$ cat config.mk
export PLATFORM = sky130hd
export DESIGN_NAME = byte_serial_addsub
export DESIGN_NICKNAME = d
export VERILOG_FILES = /design/src/rtl/byte_serial_addsub.sv
export SDC_FILE = /design/constraint.sdc
export NUM_CORES = 1
export LEC_CHECK = 0
export CAP_MARGIN = 10
export CORE_MARGIN = 2
export CORE_UTILIZATION = 55
export DETAILED_ROUTE_END_ITERATION = 12
export PLACE_DENSITY_LB_ADDON = 0.08
export SLEW_MARGIN = 20
export SYNTH_ARGS = -nofsm -noshare
export SYNTH_HDL_FRONTEND = slang
export SYNTH_SLANG_ARGS = --single-unit
$ cat constraint.sdc
create_clock -name clk -period 6.3 [get_ports clk]
set_input_delay 0.63 -clock clk [delete_from_list [all_inputs] [get_ports clk]]
set_output_delay 0.63 -clock clk [all_outputs]
set_load 0.01 [all_outputs]
$ cat src/rtl/byte_serial_addsub.sv
// byte_serial_addsub: WIDTH-bit A+/-B computed one byte per clock around rca8.
// Define OVERFLOW_FLAG_EN to build the signed overflow flag; otherwise ovf is tied to 0.
module rca8 (
  input  logic [7:0] a,
  input  logic [7:0] b,
  input  logic       cin,
  output logic [7:0] s,
  output logic       cout
);
  logic c;
  always_comb begin
    c = cin;
    s = '0;
    for (int i = 0; i < 8; i++) begin
      s[i] = a[i] ^ b[i] ^ c;
      c = (a[i] & b[i]) | (c & (a[i] ^ b[i]));
    end
    cout = c;
  end
endmodule

module byte_serial_addsub #(
  parameter int WIDTH = 32
) (
  input  logic             clk,
  input  logic             rst_n,
  input  logic             start,
  input  logic [WIDTH-1:0] a,
  input  logic [WIDTH-1:0] b,
  input  logic             mode,
  output logic             busy,
  output logic             done,
  output logic [WIDTH-1:0] s,
  output logic             cout,
  output logic             ovf
);
  localparam int N = WIDTH / 8;
  localparam int IW = (N > 1) ? $clog2(N) : 1;
  typedef enum logic {IDLE, RUN} state_t;
  state_t state;
  logic [N-1:0][7:0] ra, rb, s_q;
  logic rmode, carry, slice_cout, last;
  logic [IW-1:0] idx;
  logic [7:0] a_byte, b_byte, sum;
  assign a_byte = ra[idx];
  assign b_byte = rb[idx] ^ {8{rmode}};
  assign last = idx == IW'(N - 1);
  assign busy = state == RUN;
  assign s = s_q;
  rca8 u_rca8 (.a(a_byte), .b(b_byte), .cin(carry), .s(sum), .cout(slice_cout));
  always_ff @(posedge clk or negedge rst_n) begin
    if (!rst_n) begin
      state <= IDLE;
      ra    <= '0;
      rb    <= '0;
      rmode <= 1'b0;
      carry <= 1'b0;
      idx   <= '0;
      s_q   <= '0;
      cout  <= 1'b0;
      done  <= 1'b0;
    end else begin
      done <= 1'b0;
      if (state == IDLE) begin
        if (start) begin
          ra    <= a;
          rb    <= b;
          rmode <= mode;
          carry <= mode;
          idx   <= '0;
          s_q   <= '0;
          cout  <= 1'b0;
          state <= RUN;
        end
      end else begin
        s_q[idx] <= sum;
        carry    <= slice_cout;
        idx      <= idx + 1'b1;
        if (last) begin
          cout  <= slice_cout;
          done  <= 1'b1;
          state <= IDLE;
        end
      end
    end
  end
`ifdef OVERFLOW_FLAG_EN
  logic ovf_q;
  assign ovf = ovf_q;
  always_ff @(posedge clk or negedge rst_n) begin
    if (!rst_n)
      ovf_q <= 1'b0;
    else if (state == IDLE && start)
      ovf_q <= 1'b0;
    else if (state == RUN && last)
      ovf_q <= (a_byte[7] == b_byte[7]) && (sum[7] != a_byte[7]);
  end
`else
  assign ovf = 1'b0;
`endif
endmodule
==> results_dict.tcl <==
set metrics [dict create \
    dp.cells 477 \
    synth_nets 361 \
    post-place-ws_ps 1570 \
    reg2reg_depth 12 \
    cts_hold_buf 0 \
    p_seq_share_pct 33.4 \
    drv_cap 0 \
    slew_viol_final 0 \
    cts_root_buf "clkbuf_8" \
    combPwrFrac_pct 55.2 \
    placed_cell_area_mm2 0.00579 \
    overflow 0 \
    peakVddDrop_uv 423 \
    synth.distinct_cells 24 \
    cts_resized 0 \
    finalHoldViolCount 0 \
    synth_cells 281 \
    drt_iter0_markers 161 \
    max_freq_mhz 212 \
    die_h_um 97.7 \
    drive_gt1_share_pct 27.0 \
    finalSetupTns_ps 0 \
    end_kind "register" \
    rsz0062_at_grt "no" \
    clk_pin_slew_worst_paths_ps 100 \
    clkPwrFrac_pct 11.4 \
    cts_buffers 9 \
    power_leakage_nw 2.57 \
    yosysSeqAreaShare_pct 53.4 \
    status "completed" \
    synth.avg_cell_area_um2 17.2 \
    path_cells "mux4_2, xor2_1, fa_1, fa_1, inv_1, fa_1, fa_1, fa_1, fa_1, fa_1, fa_1, o2bb2ai_1" \
    dr.pass1.iters 4 \
    synth_area_mm2 0.00483 \
    crit_top_cell "fa_1" \
    ys.warnings.count 0 \
    max_slew_margin_pct 26.9 \
    cpLargestDelayFamily "adder cells" \
    netSwitchingFraction_pct 37.9 \
    cts_setup_buffers 0 \
    finalSetupViolCount 0 \
    fin_cells 493 \
    finalPower_mw 3.71 \
    mostFrequentLayoutCells "103 x dfrtp_1, 101 x clkdlybuf4s50_1, 50 x mux2_4" \
    synthFlopType "dfrtp_1" \
    grt_usage_pct 21.1 \
    clkSinkCount 103 \
    dp.final_hpwl_um 6650 \
    min_path_type "primary input to async pin" \
    rows 34 \
    ys_ff_latch 103 \
    antenna_cells 0 \
    grt_first_pass_wirelength_um 15800 \
    cp_num_cells 12 \
    crit_type "register to register" \
    path_buf_inv 1 \
    max_stage_delay_ps 910 \
    area_growth_pct 24.2 \
    clkLatencyLatePin_ps 360 \
    timing.final.crit_share_pct 74.9 \
    switchingPower_mw 1.40 \
    initial_core_util_pct 56.2 \
    skew_ps 8.87 \
    core_area_mm2 0.00859 \
    cp_data_arrival_time_ps 4960 \
    async_flop_share_pct 100 \
    nNetsFinal 460 \
    io_pins 104 \
    p_int_mw 2.30 \
    layout_commonest_cell "dfrtp_1" \
    route.detailed.drc 0 \
    crit_path_start_kind "register" \
    slowest_stage "dfrtp_1" \
    place_congestion 0.794 \
    powerDensity_mw_per_mm2 619 \
    postLayoutCellArea_mm2 0.00599 \
    tightestPinTransition_ps 1100 \
    worst_slack_ps 1580 \
    dieArea_mm2 0.00954 \
    drt-total-wl_um 9350 \
    post_drt_via_cell_ratio 5.58 \
    grt_max_degree 68 \
    port-buffer-count 102 \
    worst-path-max-fanout 19 \
    holdWs_ps 214 \
    final_antenna_net_count 0 \
    period_minus_slack_ps 4720 \
    antenna_found_initial 0 \
    worstPathRequired_ps 6540 \
    avgRoutedWirePerCell_um 19.0 \
    r2r_setup_slack_ps 1580 \
    htreeDepth 3 \
    die_w_um 97.7 \
    cts_buffer_depth 2 \
    utilization_pct 69.7 \
    grt_pass1_vias 2915 \
    cts_tree "yes" \
    vias 2752 \
    synth-edff-count 0 \
]
## sequential cells by signal, summed over array words and instances (netlist names)
| register | count |
|---|---|
| cout | 1 |
| idx | 2 |
| done | 1 |
| s | 32 |
| carry | 1 |
| rb | 32 |
| rmode | 1 |
| busy | 1 |
| ra | 32 |
## power by group through the flow
stage	registers (mW)	clock network, mW	logic, mW
2_1_floorplan	1.17	0	1.50
3_3_place_gp	1.25	0	1.99
3_5_place_dp	1.25	0	2.06
4_1_cts	1.24	0.435	2.07
5_1_grt	1.28	0.464	2.23
6_report	1.24	0.424	2.05
## cell families (layout without fill, tap and decap cells)
family	count (synthesis)	after routing	synth area share, %
other	1	1	0.0777
flip-flops	103	103	53.4
AND/OR/NAND/NOR	7	7	0.752
AO/OA/AOI/OAI	35	35	6.46
multiplexers	88	88	28.3
XOR/XNOR	8	8	1.45
buffers and inverters	27	131	5.24
adder cells (fa/ha/maj)	12	12	4.36
## worst paths after layout
path / end / startpoint
worst max-delay path: s[15] / idx[1]
worst min-delay path: ra[30] / rst_n
worst max register to register: s[15] / idx[1]
worst min register to register: s[2] / s[2]
max in group asynchronous: s[10] / rst_n
min in group clk: s[2] / s[2]
## cell usage after synthesis (2+ instances only)
cell type | n | area [um^2]
a32o_1 | 8 | 80.1
buf_12 | 7 | 140
buf_2 | 3 | 15.0
buf_4 | 3 | 22.5
buf_6 | 3 | 33.8
dfrtp_1 | 103 | 2580
fa_1 | 8 | 160
ha_1 | 4 | 50.1
inv_1 | 10 | 37.5
mux2_2 | 16 | 180
mux2_4 | 50 | 751
mux2i_1 | 5 | 50.1
mux4_2 | 16 | 360
nand2_1 | 5 | 18.8
o2bb2ai_1 | 25 | 219
xnor2_1 | 6 | 52.6
xor2_1 | 2 | 17.5
## metal layers
layer  part of all wire, %  vias to the layer above  GRT usage, %  routed length [um]
li1                      -                     1233             -                   -
met1                    45                     1433          30.9                4250
met2                    49                       80          32.6                4570
met3                   4.8                        6          4.96                 450
met4                  0.75                        0          4.49                  70
met5                     0                        -             0                   0
## layout make-up
class,count,area (um^2)
tap,108,135
timing repair buffer,105,1040
clock buffer,10,138
multi-input combinational,151,2000
sequential,103,2580
fill,611,2600
inverter,10,37.5
clock inverter,6,67.6
Note: power is estimated with default switching activity, not from simulation.
